`config.mk`:
```
export PLATFORM = sky130hd
export DESIGN_NAME = seven_segment_wb_ctrl_flat
export DESIGN_NICKNAME = d
export VERILOG_FILES = /design/src/rtl/seven_segment_pkg.sv /design/src/rtl/seven_segment_wb_ctrl_if.sv /design/src/rtl/seven_segment_wb_ctrl_hex_to_seg.sv /design/src/rtl/seven_segment_wb_ctrl.sv /design/src/flat_wrapper.sv
export SDC_FILE = /design/constraint.sdc
export NUM_CORES = 1
export LEC_CHECK = 0
export CORE_MARGIN = 1.5
export CORE_UTILIZATION = 30
export DETAILED_ROUTE_END_ITERATION = 12
export PLACE_DENSITY = 0.51
export SKIP_CTS_REPAIR_TIMING = 1
export SKIP_LAST_GASP = 1
export SLEW_MARGIN = 20
export SYNTH_ARGS = -nofsm -noshare
export SYNTH_HDL_FRONTEND = slang
export SYNTH_SLANG_ARGS = --single-unit
```
`constraint.sdc`:
```
create_clock -name clk -period 2.2 [get_ports clk]
set_clock_uncertainty 0.05 [all_clocks]
set_input_delay 0.44 -clock clk [delete_from_list [all_inputs] [get_ports clk]]
set_output_delay 0.44 -clock clk [all_outputs]
set_load 0.03 [all_outputs]
```
`src/rtl/seven_segment_pkg.sv`:
```
// ============================================================================
// seven_segment_pkg : register map, CTRL reset value and segment LUT
// Revision 1.0
// ============================================================================
`default_nettype none

package seven_segment_pkg;

  typedef enum logic [1:0] {
    REG_DATA   = 2'd0,
    REG_CTRL   = 2'd1,
    REG_STATUS = 2'd2,
    REG_RSVD   = 2'd3
  } reg_sel_e;

  localparam int         c_ctrl_w     = 17;
  localparam logic [16:0] c_ctrl_reset = 17'h1_00FF;

  // gfedcba, active-high, indexed by hex value
  localparam logic [6:0] c_seg_lut [16] = '{
    7'h3F, 7'h06, 7'h5B, 7'h4F, 7'h66, 7'h6D, 7'h7D, 7'h07,
    7'h7F, 7'h6F, 7'h77, 7'h7C, 7'h39, 7'h5E, 7'h79, 7'h71
  };

  function automatic logic [31:0] merge_lanes(input logic [31:0] old_val,
                                              input logic [31:0] new_val,
                                              input logic [3:0]  lane_sel);
    logic [31:0] r;
    r = old_val;
    for (int b = 0; b < 4; b++) begin
      if (lane_sel[b]) r[8*b +: 8] = new_val[8*b +: 8];
    end
    return r;
  endfunction

endpackage

`default_nettype wire

```
`src/rtl/seven_segment_wb_ctrl_if.sv`:
```
// ============================================================================
// seven_segment_wb_ctrl_if : Wishbone B4 classic bus carrying clk / rst
// Revision 1.0
// ============================================================================
`default_nettype none

interface seven_segment_wb_ctrl_if (
  input logic clk,
  input logic rst
);
  logic        cyc;
  logic        stb;
  logic        we;
  logic [31:0] adr;
  logic [3:0]  sel;
  logic [31:0] dat_i;
  logic [31:0] dat_o;
  logic        ack;

  modport master (
    input  clk, rst, dat_o, ack,
    output cyc, stb, we, adr, sel, dat_i
  );

  modport slave (
    input  clk, rst, cyc, stb, we, adr, sel, dat_i,
    output dat_o, ack
  );
endinterface

`default_nettype wire

```
`src/rtl/seven_segment_wb_ctrl_hex_to_seg.sv`:
```
// ============================================================================
// hex_to_seg : 4-bit nibble to active-high gfedcba segment pattern
// Revision 1.0
// ============================================================================
`default_nettype none

module hex_to_seg
  import seven_segment_pkg::*;
(
  input  wire logic [3:0] nibble_i,
  output logic      [6:0] seg_o
);
  assign seg_o = c_seg_lut[nibble_i];
endmodule

`default_nettype wire

```
`src/rtl/seven_segment_wb_ctrl.sv`:
```
// ============================================================================
// seven_segment_wb_ctrl : Wishbone slave scanning an 8-digit 7-seg display
// Revision 1.0
// ============================================================================
`default_nettype none

module seven_segment_wb_ctrl
  import seven_segment_pkg::*;
#(
  parameter int REFRESH_DIV = 16,
  parameter int NUM_DIGITS  = 8
) (
  seven_segment_wb_ctrl_if.slave wb,
  output logic [7:0] display_data,
  output logic [7:0] select
);
  localparam int PW    = $clog2(REFRESH_DIV);
  localparam int IDX_W = $clog2(NUM_DIGITS);

  logic [31:0]         data_q,  data_d;
  logic [c_ctrl_w-1:0] ctrl_q,  ctrl_d;
  logic [31:0]         dat_o_q, dat_o_d;
  logic                ack_q,   ack_d;
  logic [PW-1:0]       presc_q, presc_d;
  logic [IDX_W-1:0]    idx_q,   idx_d;
  logic [7:0]          sel_q,   sel_d;
  logic [7:0]          disp_q,  disp_d;

  logic       w_req;
  reg_sel_e   w_reg;
  logic       w_wrap;
  logic       w_lit;
  logic [3:0] w_nibble;
  logic [6:0] w_seg;
  logic       w_adr_unused;

  assign w_adr_unused = ^{wb.adr[31:4], wb.adr[1:0]};

  assign w_req    = wb.cyc & wb.stb & ~ack_q;
  assign w_reg    = reg_sel_e'(wb.adr[3:2]);
  assign w_wrap   = (presc_q == PW'(REFRESH_DIV - 1));
  assign w_lit    = ctrl_q[16] & ctrl_q[idx_q];
  assign w_nibble = data_q[{idx_q, 2'b00} +: 4];

  hex_to_seg u_hex_to_seg (
    .nibble_i (w_nibble),
    .seg_o    (w_seg)
  );

  always_comb begin
    data_d  = data_q;
    ctrl_d  = ctrl_q;
    dat_o_d = dat_o_q;
    ack_d   = w_req;
    if (w_req) begin
      if (wb.we) begin
        // STATUS and the reserved slot swallow writes but still ack
        case (w_reg)
          REG_DATA: data_d = merge_lanes(data_q, wb.dat_i, wb.sel);
          REG_CTRL: ctrl_d = c_ctrl_w'(merge_lanes(32'(ctrl_q), wb.dat_i, wb.sel));
          default:  ;
        endcase
      end else begin
        case (w_reg)
          REG_DATA:   dat_o_d = data_q;
          REG_CTRL:   dat_o_d = 32'(ctrl_q);
          REG_STATUS: dat_o_d = 32'(idx_q);
          default:    dat_o_d = 32'h0;
        endcase
      end
    end
  end

  always_comb begin
    presc_d = w_wrap ? '0 : presc_q + PW'(1);
    idx_d   = w_wrap ? idx_q + IDX_W'(1) : idx_q;
    sel_d   = w_lit ? ~(8'h01 << idx_q) : 8'hFF;
    disp_d  = w_lit ? ~{ctrl_q[8 + idx_q], w_seg} : 8'hFF;
  end

  always_ff @(posedge wb.clk or negedge wb.rst) begin
    if (!wb.rst) begin
      data_q  <= '0;
      ctrl_q  <= c_ctrl_reset;
      dat_o_q <= '0;
      ack_q   <= 1'b0;
      presc_q <= '0;
      idx_q   <= '0;
      sel_q   <= 8'hFF;
      disp_q  <= 8'hFF;
    end else begin
      data_q  <= data_d;
      ctrl_q  <= ctrl_d;
      dat_o_q <= dat_o_d;
      ack_q   <= ack_d;
      presc_q <= presc_d;
      idx_q   <= idx_d;
      sel_q   <= sel_d;
      disp_q  <= disp_d;
    end
  end

  assign wb.dat_o     = dat_o_q;
  assign wb.ack       = ack_q;
  assign select       = sel_q;
  assign display_data = disp_q;

endmodule

`default_nettype wire

```
`src/flat_wrapper.sv`:
```
// flat-port wrapper written by rule: the top's interface ports become plain ports
module seven_segment_wb_ctrl_flat import seven_segment_pkg::*;
#(
  parameter int REFRESH_DIV = 16,
  parameter int NUM_DIGITS  = 8
)
  (display_data, select, clk, rst, wb_cyc, wb_stb, wb_we, wb_adr, wb_sel, wb_dat_i, wb_dat_o, wb_ack);
  seven_segment_wb_ctrl_if wb_i (.clk(clk), .rst(rst));
  output logic [7:0] display_data;
  output logic [7:0] select;
  input wire logic clk;
  input wire logic rst;
  input wire logic [$bits(wb_i.cyc)-1:0] wb_cyc;
  input wire logic [$bits(wb_i.stb)-1:0] wb_stb;
  input wire logic [$bits(wb_i.we)-1:0] wb_we;
  input wire logic [$bits(wb_i.adr)-1:0] wb_adr;
  input wire logic [$bits(wb_i.sel)-1:0] wb_sel;
  input wire logic [$bits(wb_i.dat_i)-1:0] wb_dat_i;
  output wire logic [$bits(wb_i.dat_o)-1:0] wb_dat_o;
  output wire logic [$bits(wb_i.ack)-1:0] wb_ack;
  assign wb_i.cyc = wb_cyc;
  assign wb_i.stb = wb_stb;
  assign wb_i.we = wb_we;
  assign wb_i.adr = wb_adr;
  assign wb_i.sel = wb_sel;
  assign wb_i.dat_i = wb_dat_i;
  assign wb_dat_o = wb_i.dat_o;
  assign wb_ack = wb_i.ack;
  seven_segment_wb_ctrl #(.REFRESH_DIV(REFRESH_DIV), .NUM_DIGITS(NUM_DIGITS)) u_core (.wb(wb_i), .display_data(display_data), .select(select));
endmodule
```
=== Yosys cells after proc, flatten, opt, wreduce, memory -nomap -nowiden ===
Memories as Yosys holds them, arrays and structs flattened.
Index checks and enable logic that the tools add are counted.

* Bits of input ports: 73
* Word-level logic and storage cells: 52
* Memories kept: 1
* Latch bits: 0
* RAM bits: 0
* Register bits after elaboration: 105
* Memory bits (read-only): 112

{| class="wikitable"
|+ Memories
! name !! words !! bits a word !! read ports !! clocked after memory_dff !! wr ports !! RTL line !! text
|-
| (no name shown) || 16 || 7 || 1 || 0 || 0 || seven_segment_wb_ctrl_hex_to_seg.sv:13 || <nowiki>assign seg_o = c_seg_lut[nibble_i];</nowiki>
|}

* $add $sub $neg: 3
* $mul: 0
* Order comparisons: 3
* Muxes and demuxes: 10
* Div/mod/pow operators: 0
* Shift-type cells: 2
* Reduce and logical (&&, ||, !) cells: 9
* Bitwise gates (word level): 8
* Eq/ne operators: 3

{| class="wikitable"
|+ Operators with widths
! cell !! number
|-
| 32-bit case mux with 3 select lines || 1
|-
| 32-bit by 6-bit < comparator with 1-bit output, second input constant || 1
|-
| 32-bit by 6-bit variable part select with 4-bit output || 1
|-
| 4-bit AND reduction || 7
|-
| 8-bit two-way mux || 2
|-
| 8-bit NOT || 2
|-
| 7-bit two-way mux || 2
|-
| 1-bit by 3-bit left shift with 8-bit output, first input constant || 1
|-
| 3-bit by 6-bit < comparator with 1-bit output, second input constant || 1
|-
| 4-bit by 3-bit adder with 5-bit output, first input constant || 1
|-
| 1-bit binary-select mux with 5-bit select || 1
|-
| 5-bit greater-or-equal comparator, second input constant || 1
|-
| 4-bit NOT with 5-bit output || 1
|-
| 4-bit by 1-bit adder with 4-bit output, second input constant || 1
|-
| 4-bit equality test, second input constant || 1
|-
| 4-bit two-way mux || 1
|-
| 3-bit by 1-bit adder with 3-bit output, second input constant || 1
|-
| 1-bit AND || 3
|-
| 1-bit binary-select mux with 3-bit select || 1
|-
| 2-bit by 1-bit equality test with 1-bit output, second input constant || 1
|-
| 2-bit equality test, second input constant || 1
|-
| 2-bit logical NOT || 1
|-
| 1-bit two-way mux || 2
|-
| 1-bit NOT || 2
|-
| 2-bit AND reduction || 1
|}

=== Longest topological paths before layout ===
Gate-level depths: netlist (run 1).

* Word-level depth: 7
* Gate-level depth with buffers: 11

=== Hierarchy ===
A second synthesis (run 1) with hierarchy kept.

* Cells, all modules: 364
* Area total of the unflattened synthesis: 4850.9 um2

{| class="wikitable"
|+ Modules (own cells, without submodules)
! module !! seq. area each (um2) !! cells an instance !! area each (um2) !! times used
|-
| seven_segment_wb_ctrl || 2658.8 || 331 || 4560.6 || 1
|-
| hex_to_seg || 0.0 || 33 || 290.3 || 1
|}

=== Worst setup path after synthesis (run 1) ===
Ideal clock, no wire load.

* Path type: reg-to-reg
* Start point: reg u_core.idx_q[0]
* End point: reg u_core.disp_q[3] (netlist: u_core.display_data[3])
* Data required time: 2071 ps
* Setup time: 79 ps
* Arrival: 2219 ps
* Cell stages (with the launch flop): 9
* Path slack: -148 ps
* Clock period less this slack: 2348 ps
* Cell sequence: dfrtp_1 buf_6 buf_4 mux4_2 mux2i_1 ha_1 nor3_1 a211oi_1 o21ai_0

* Longest elaborated chain between the ends: 7
* Elaborated cells on any way between the ends: 10

{| class="wikitable"
|+ RTL lines
! element !! RTL line !! text
|-
| from (decl) || seven_segment_wb_ctrl.sv:25 || <nowiki>logic [IDX_W-1:0] idx_q, idx_d;</nowiki>
|-
| from (signal assigned) || seven_segment_wb_ctrl.sv:97 || <nowiki>idx_q <= idx_d;</nowiki>
|-
| 32-bit by 6-bit variable part select with 4-bit output || seven_segment_wb_ctrl.sv:43 || <nowiki>assign w_nibble = data_q[{idx_q, 2'b00} +: 4];</nowiki>
|-
| 4-bit NOT with 5-bit output (implied by the code) || seven_segment_wb_ctrl_hex_to_seg.sv:13 ||
|-
| memory 16 x 7 bit || -- ||
|-
| 7-bit two-way mux (implied by the code) (2 in series) || seven_segment_wb_ctrl_hex_to_seg.sv:13 ||
|-
| 8-bit NOT || seven_segment_wb_ctrl.sv:78 || <nowiki>disp_d = w_lit ? ~{ctrl_q[8 + idx_q], w_seg} : 8'hFF;</nowiki>
|-
| 8-bit two-way mux (*) || seven_segment_wb_ctrl.sv:78 ||
|-
| via u_core.disp_d[3] || seven_segment_wb_ctrl.sv:27 || <nowiki>logic [7:0] disp_q, disp_d;</nowiki>
|-
| to (signal assigned) || seven_segment_wb_ctrl.sv:99 || <nowiki>disp_q <= disp_d;</nowiki>
|-
| to (decl) || seven_segment_wb_ctrl.sv:27 ||
|}

Mark *: on every way through the listed nets, which the timed path passes. The rest lies on a longest branch. The select of a mux whose other input is x is not followed.
A chain may end at the register's enable or synchronous reset.

=== Final worst setup path (run 1) ===
* Start point: reg u_core.idx_q[0]
* End point: reg u_core.disp_q[6] (netlist: u_core.display_data[6])

The elaborated chain is that of the path after synthesis.

==> results_dict.tcl, run 1 <==
set metrics [dict create \
    io_pins 122 \
    worst_pin_slew_ps 621 \
    via_per_inst 4.59 \
    min_period_over_period_pct 98.8 \
    gp_congestion 0.750 \
    cp.required_ps 2390 \
    grt_pass1_wl_mm 18.0 \
    critPathLaunchType "flip-flop" \
    path_class "flip-flop to flip-flop" \
    syn-mean-instance-area_um2 12.4 \
    synth_xor_area_share_pct 0.365 \
    seqPwrFrac_pct 46.8 \
    synth_fa_ha_area_share_pct 3.39 \
    synth-compound-area-share_pct 7.51 \
    cp-end-kind "flip-flop" \
    coreArea_um2 15800 \
    cts_htree_levels 3 \
    report.final.slew_viol_count 0 \
    p_clk_share_pct 31.6 \
    cp_cell_sequence "buf_6 > mux4_2 > mux2i_4 > inv_2 > ha_4 > inv_2 > nor2_2 > a21oi_1 > o221ai_1" \
    max_freq_mhz 460 \
    first_pass_iters 4 \
    synthesis.nets 473 \
    vias 3297 \
    grt_max_degree 45 \
    ys.flop_type "dfrtp_1" \
    synth-simple-area-share_pct 8.86 \
    yosysUniqueCellTypes 40 \
    ir_worst_vdd_uv 372 \
    insertion_delay_ps 350 \
    p_int_mw 3.67 \
    outcome "complete, no violations" \
    ys_seq_area_share_pct 55.4 \
    fp.dieArea_um2 16800 \
    finalSetupViolCount 0 \
    rows 46 \
    final_area_um2 6490 \
    final_cell_mix "clkdlybuf4s50_1, dfrtp_1, nand2_1" \
    yosys-mux-area-fraction_pct 21.8 \
    async_flop_share_pct 100 \
    post-route-min-period_ps 2170 \
    rrSetupSlack_ps 30 \
    drc 0 \
    yosys_warnings 0 \
    worstPathArrival_ps 2360 \
    net-switching-power_mw 1.42 \
    power_mw 5.10 \
    path_clk_slew_ps 70 \
    crit_fanout 4 \
    cts_sinks 105 \
    startpoint "u_core.idx_q[0]" \
    nets 583 \
    antenna_found_initial 0 \
    numCtsBuffers 9 \
    syn_to_final_growth_pct 35.2 \
    dpl_cell_area_um2 6110 \
    powerDensity_nw_per_um2 785 \
    layout-drive-gt1-share_pct 28.9 \
    switching_share_pct 27.9 \
    power_frac_comb_pct 21.6 \
    antennaDiodeCount 0 \
    synth_edf_count 0 \
    wire_per_inst_um 16.1 \
    final_common_cell "clkdlybuf4s50_1" \
    cts_buffer_depth 2 \
    synth_top_family_by_area "multiplexers" \
    timing.final.ws_setup_ps 26.3 \
    die_height_um 130 \
    synth_seq_cells 105 \
    port_buffers 91 \
    netlist_area_um2 4800 \
    cts-root-buf "clkbuf_16" \
    cpMaxStageDelayCell "mux4_2" \
    drv_cap 0 \
    hp-class "input pin to asynchronous set/reset pin" \
    initial_utilization_pct 30.4 \
    postRouteAntennaNets 0 \
    postSynthCellCount 387 \
    slew_headroom_pct 58.6 \
    hold_violations 0 \
    grt.overflow.total 0 \
    grt_pass1_vias 3345 \
    initialDrtViolationCount 118 \
    slowest_delay_ps 550 \
    cts_tree "done" \
    dieWidth_um 130 \
    cp_common_cell "inv_2" \
    grt_use_total_pct 14.3 \
    dp_hpwl_mm 8.56 \
    regToRegStartpoint "u_core.idx_q[0]" \
    grt_setup_unrepaired "yes" \
    totalWireLength_mm 11.6 \
    leakage_nw 2.80 \
    dp_slack_ps -84.0 \
]
[registers in the layout, summed over array words and instances, names as in the netlist]
register and count:
u_core.ctrl_q 17, u_core.data_q 32, u_core.display_data 8, u_core.idx_q 3, u_core.presc_q 4, u_core.select 8, u_core.wb.ack 1, u_core.wb.dat_o 32
[final timing paths]
path                                     endpoint  depth (start not counted)
min in group clk              u_core.wb.dat_o[30]                          2
min reg2reg                   u_core.wb.dat_o[30]                          2
max in group asynchronous        u_core.ctrl_q[2]                          2
max                        u_core.display_data[6]                          9
min                              u_core.data_q[3]                          1
max reg2reg                u_core.display_data[6]                          9
[cell usage after synthesis, types with 2 or more instances]
master | count | area (um^2)
dfrtp_1 | 80 | 2000
nand2_1 | 69 | 259
mux2_2 | 52 | 586
dfstp_2 | 25 | 657
o21ai_0 | 24 | 120
mux2i_1 | 22 | 220
o31ai_1 | 15 | 113
ha_1 | 13 | 163
clkbuf_1 | 10 | 37.5
mux4_2 | 10 | 225
a21oi_1 | 7 | 35.0
inv_1 | 6 | 22.5
nor2_1 | 6 | 22.5
buf_2 | 5 | 25.0
nand3_1 | 5 | 25.0
nand2_2 | 4 | 25.0
and3_1 | 3 | 18.8
buf_6 | 3 | 33.8
nor3_1 | 3 | 15.0
o221ai_1 | 3 | 26.3
nand2b_1 | 2 | 12.5
nor2b_1 | 2 | 12.5
[kinds of logic after synthesis]
kind of cell | after synthesis
AOI/OAI and AO/OA | 57
xor gates and xnor gates | 2
adders and majority gates | 13
buffers and inverters | 26
DFF | 105
muxes | 85
and+or+nand+nor | 99
[stage by stage]
step	util (%)	hold WS [ps]	std cells	TNS [ps]
4_1_cts	40.6	78.8	714	-102
2_1_floorplan	-	94.4	387	0
6_report	41.2	63.2	718	0
5_1_grt	41.2	113	718	-188
3_5_place_dp	38.8	421	698	-734
3_3_place_gp	38.8	415	698	-686
[critical path: cells and delay by family, from the launching register on]
family                     cells  cell delay [ps]
AOI/OAI and AO/OA              2              260
muxes                          2              810
DFF                            1              410
adders and majority gates      1              170
and+or+nand+nor                1               50
buffers and inverters          3              310
[power by group through the flow]
stage          clock network, mW  logic, mW  registers, mW
2_1_floorplan                  0      0.494           2.52
3_3_place_gp                   0       1.05           2.41
3_5_place_dp                   0       1.07           2.42
4_1_cts                     1.66       1.07           2.39
5_1_grt                     1.73       1.19           2.42
6_report                    1.61       1.10           2.38
[routing by layer]
| layer | global-route usage (%) | share of wire, % |
|---|---|---|
| met3 | 2.89 | 3.8 |
| met4 | 5.29 | 2.0 |
| met1 | 18.4 | 46 |
| met5 | 0 | 0 |
| met2 | 24.0 | 48 |
[area by class of cell]
class	instances	area [um^2]
flip-flops and latches	105	2660
clock inverters	3	42.5
fillers	1544	9280
multi-input cells	257	2080
repair buffers	117	1170
well taps	216	270
inverters	7	26.3
clock buffers	13	250
(Power assumes the default switching activity.)
==> run 2, diff against run 1 <==
--- a/config.mk
+++ b/config.mk
@@ -5,10 +5,11 @@
 export SDC_FILE = /design/constraint.sdc
 export NUM_CORES = 1
 export LEC_CHECK = 0
+export ABC_CLOCK_PERIOD_IN_PS = 2400
 export CORE_MARGIN = 1.5
 export CORE_UTILIZATION = 30
 export DETAILED_ROUTE_END_ITERATION = 12
-export PLACE_DENSITY = 0.51
+export PLACE_DENSITY = 0.49
 export SKIP_CTS_REPAIR_TIMING = 1
 export SKIP_LAST_GASP = 1
 export SLEW_MARGIN = 20
==> constraint.sdc (replaced) <==
create_clock -name clk -period 2.4 [get_ports clk]
set_clock_uncertainty 0.05 [all_clocks]
set_input_delay 0.48 -clock clk [delete_from_list [all_inputs] [get_ports clk]]
set_output_delay 0.48 -clock clk [all_outputs]
set_load 0.03 [all_outputs]
==> run 2 against run 1 <==
  * Sequential cell count is the same
  * Fmax shrank 2.2%
  * Core utilization shrank 0.75 points
  * Die area is the same
  * Global-route usage grew 0.67 points
  * First-iteration DRC count grew 41%
  * Worst setup slack gained 150 ps
  * Hold slack lost 8.9 ps
  * Non-clock buffer count shrank 6
  * Wire length grew 1.4%
  * Register-to-register slack gained 150 ps
  * Via count shrank 1.3%
  * Critical path type unchanged
==> results_dict.tcl, run 2 (synthesis results as in run 1) <==
set metrics [dict create \
    port_buffers 91 \
    totalWireLength_mm 11.7 \
    coreArea_um2 15800 \
    max_freq_mhz 450 \
    outcome "complete, no violations" \
    cpMaxStageDelayCell "mux4_2" \
    dieWidth_um 130 \
    cts_tree "done" \
    initialDrtViolationCount 166 \
    io_pins 122 \
    vias 3254 \
    initial_utilization_pct 30.4 \
    powerDensity_nw_per_um2 745 \
    ir_worst_vdd_uv 327 \
    numCtsBuffers 9 \
    fin_cells 711 \
    fp.dieArea_um2 16800 \
    power_mw 4.75 \
    gp_congestion 0.775 \
    wire_per_inst_um 16.5 \
    cts_htree_levels 3 \
    drv_cap 0 \
    hold_violations 0 \
    nets 576 \
    slowest_delay_ps 540 \
    regToRegStartpoint "u_core.idx_q[0]" \
    cp_common_cell "inv_1" \
    grt_pass1_vias 3445 \
    rrSetupSlack_ps 180 \
    antennaDiodeCount 0 \
    dp_slack_ps 8.74 \
    cts_buffer_depth 2 \
    postRouteAntennaNets 0 \
    grt_max_degree 65 \
    dp_hpwl_mm 8.74 \
    grt.overflow.total 0 \
    cp.required_ps 2590 \
    reg2reg_to "u_core.display_data[5]" \
    crit_fanout 6 \
    cp_cell_sequence "mux4_2 > mux2i_1 > buf_4 > inv_1 > ha_1 > inv_1 > nor2_1 > a21oi_1 > o221ai_1" \
    final_common_cell "clkdlybuf4s50_1" \
    report.final.slew_viol_count 0 \
    drc 0 \
    path_clk_slew_ps 70 \
    post-route-min-period_ps 2220 \
    grt_use_total_pct 15.0 \
    grt_pass1_wl_mm 18.7 \
    hp-class "input pin to asynchronous set/reset pin" \
    dp.cells 695 \
    via_per_inst 4.58 \
    path_class "flip-flop to flip-flop" \
    fin_setup_tns_ps 0 \
    reg2regPathDepth 9 \
    rows 46 \
    worstPathArrival_ps 2410 \
    slew_headroom_pct 64.2 \
    critPathLaunchType "flip-flop" \
    cts-root-buf "clkbuf_16" \
    final_cell_mix "clkdlybuf4s50_1, dfrtp_1, nand2_1" \
    antenna_found_initial 0 \
    insertion_delay_ps 350 \
    die_height_um 130 \
    worst_pin_slew_ps 537 \
    leakage_nw 2.78 \
    layout-drive-gt1-share_pct 26.7 \
    fin_util_pct 40.4 \
    grt_setup_unrepaired "no" \
    syn_to_final_growth_pct 32.8 \
    n_fill_cell 1551 \
    min_period_over_period_pct 92.6 \
    first_pass_iters 4 \
    timing.final.ws_setup_ps 178 \
    cp-end-kind "flip-flop" \
    finalSetupViolCount 0 \
    cts_sinks 105 \
]
-- run 2: changes by cell type in the layout (fill, tap and decap cells not counted), sizes merged --
cell	delta
clkbuf	-4
buf	-6
bufinv	+1
mux2	-1
clkinv	+3
-- run 2: final cells by class --
cell class	instances	area, um^2	area share, %
Tap cell	216	270	4.24
Timing Repair Buffer	111	1080	17.0
Inverter	7	26.3	0.412
Multi-Input combinational cell	256	2010	31.6
Sequential cell	105	2660	41.7
Clock inverter	7	95.1	1.49
Clock buffer	9	225	3.53
-- run 2: how the worst max path moves through the flow --
stage / from / endpoint / slack [ps] / cells after the start
finish: u_core.idx_q[0] / u_core.display_data[5] / 180 / 9
global route: u_core.idx_q[0] / u_core.display_data[3] / 20 / 7
CTS: u_core.idx_q[0] / u_core.display_data[5] / 60 / 10
detailed placement: wb_stb / u_core.ctrl_q[9] / 9 / 7
global placement: wb_stb / u_core.ctrl_q[15] / 10 / 7
floorplan: u_core.idx_q[0] / u_core.display_data[3] / 50 / 8
-- run 2: metrics by stage --
stage                     area [um^2]  hold slack, ps
after CTS                        6370            68.3
after global placement           6050             413
after detailed placement         6050             422
after global routing             6370            94.7
after floorplan                  4800             134
final                            6370            54.3
-- run 2: where the power goes --
group	internal, mW	total, mW	switching [mW]
clock network	0.915	1.60	0.684
logic	0.483	0.966	0.483
registers	2.02	2.18	0.159
total	3.42	4.75	1.33
-- run 2: per-layer routing --
| layer | part of all wire (%) | GRT usage [%] |
|---|---|---|
| met1 | 45 | 19.4 |
| met2 | 49 | 24.6 |
| met3 | 3.7 | 2.56 |
| met4 | 2.2 | 6.99 |
| met5 | 0 | 0 |
-- run 2: worst max-delay path: cells and delay by family, from the launching register on --
family / cells / cell delay, ps
compound gates: 2 / 260
fa+ha+maj: 1 / 180
buf+inv: 3 / 340
flops: 1 / 460
mux: 2 / 750
simple gates: 1 / 60
==> patch: new RTL, flow settings as in run 1 <==
Take the reset off `data_q` and `dat_o_q` and load them in a clocked block of their own.
--- a/src/rtl/seven_segment_wb_ctrl.sv
+++ b/src/rtl/seven_segment_wb_ctrl.sv
@@ -80,24 +80,25 @@
 
   always_ff @(posedge wb.clk or negedge wb.rst) begin
     if (!wb.rst) begin
-      data_q  <= '0;
       ctrl_q  <= c_ctrl_reset;
-      dat_o_q <= '0;
       ack_q   <= 1'b0;
       presc_q <= '0;
       idx_q   <= '0;
       sel_q   <= 8'hFF;
       disp_q  <= 8'hFF;
     end else begin
-      data_q  <= data_d;
       ctrl_q  <= ctrl_d;
-      dat_o_q <= dat_o_d;
       ack_q   <= ack_d;
       presc_q <= presc_d;
       idx_q   <= idx_d;
       sel_q   <= sel_d;
       disp_q  <= disp_d;
     end
+  end
+
+  always_ff @(posedge wb.clk) begin
+    data_q  <= data_d;
+    dat_o_q <= dat_o_d;
   end
 
   assign wb.dat_o     = dat_o_q;
Check against the original RTL: not equivalent (a bounded check fails within 4 cycles, from zero or initial values and one cycle with rst low).
==> patch against run 1 <==
Synthesized area is 4.8% lower; first-iteration DRC count grew 2.5%; sequential cell count unchanged; worst setup slack gained 0.052 ns; hold slack improved by 0.034 ns; final area decreased by 2.9%; wire length down 11%; maximum frequency is 2.5% higher; critical endpoint is now u_core.display_data[1]$_DFF_PN1_.
Power is not compared: it rests on default switching activity, and its combinational part moved more than twofold at a synthesized area within 25%.
==> patch: results (changes against run 1) <==
* Dpl hpwl: 7.72 mm (was 8.56 mm)
* Number of vias per cell: 4.60 (was 4.59)
- All-Layer GR Usage: 13.6% (was 14.3%)
- Placed Cells: 594 (was 698)
- The area share of xor/xnor cells in the synthesized design is 0.383% (was 0.365%).
- Grt met2 use: 22.8% (was 24.0%)
- # clk buffers: 9 (was 13)
- The via count of the first global-routing pass came to 2988 (was 3345).
* Num sequential: 105 (unchanged)
* Biggest area contributors in the synthesized netlist: sky130_fd_sc_hd__edfxtp_1 42%, sky130_fd_sc_hd__dfstp_2 14%, sky130_fd_sc_hd__dfrtp_1 8.8% (was sky130_fd_sc_hd__dfrtp_1 42%, sky130_fd_sc_hd__dfstp_2 14%, sky130_fd_sc_hd__mux2_2 12%)
- The mean instance size in the synthesized netlist was 15.3 um2 (was 12.4 um2).
* Wl on met1: 4.61 mm (was 5.33 mm)
* Max Fanout on Critical Path: 8 (was 4)
* Syn nets: 385 (was 473)
- The ratio of cells with drive above 1 in the final layout is 30.1% (was 28.9%).
* Relative slew slack: 51.7% (was 58.6%)
- The final worst-path setup slack is 0.0784 ns (was 0.0263 ns).
- The number of nets in the finished design was 513 (was 583).
* Number of filler cells placed in the layout: 1356 (was 1544)
* Aggregate routed wire length: 10.3 mm (was 11.6 mm)
- The met1 capacity usage during global routing is 16.9% (was 18.4%).
- Routed wl met2: 5.14 mm (was 5.59 mm)
* Non-Clock Inverter Count: 8 (was 7)
* Multi-input gate share of total cell area: 24.3% (was 32.0%)
- Cell variety after synth: 46 (was 40)
- The area occupied by registers is 2980 um2 (was 2660 um2).
- The post-place instance area is 5930 um2 (was 6110 um2).
- The violation count after the first detailed-route iteration came to 121 (was 118).
- Status: finished, final reports clean (unchanged)
patch: worst min-delay path by stage:
stage,from,to,slack [ns],depth (start not counted)
2_1_floorplan,rst,u_core.ctrl_q[10]$_DFFE_PN0P_,0.09,0
3_3_place_gp,u_core.presc_q[0]$_DFF_PN0_,u_core.presc_q[0]$_DFF_PN0_,0.42,1
3_5_place_dp,u_core.presc_q[0]$_DFF_PN0_,u_core.presc_q[0]$_DFF_PN0_,0.44,1
4_1_cts,rst,u_core.ctrl_q[13]$_DFFE_PN0P_,0.10,1
5_1_grt,rst,u_core.idx_q[0]$_DFFE_PN0N_,0.14,1
6_report,rst,u_core.idx_q[0]$_DFFE_PN0N_,0.1,1
patch: power breakdown:
part | leakage [nW] | internal [W] | switching [W] | total, W
Sequential | 1.04 | 0.00222 | 0.0000594 | 0.00228
Clock | 0.132 | 0.000774 | 0.000722 | 0.00150
Combinational | 1.26 | 0.000230 | 0.000198 | 0.000427
Total | 2.43 | 0.00323 | 0.000979 | 0.00420
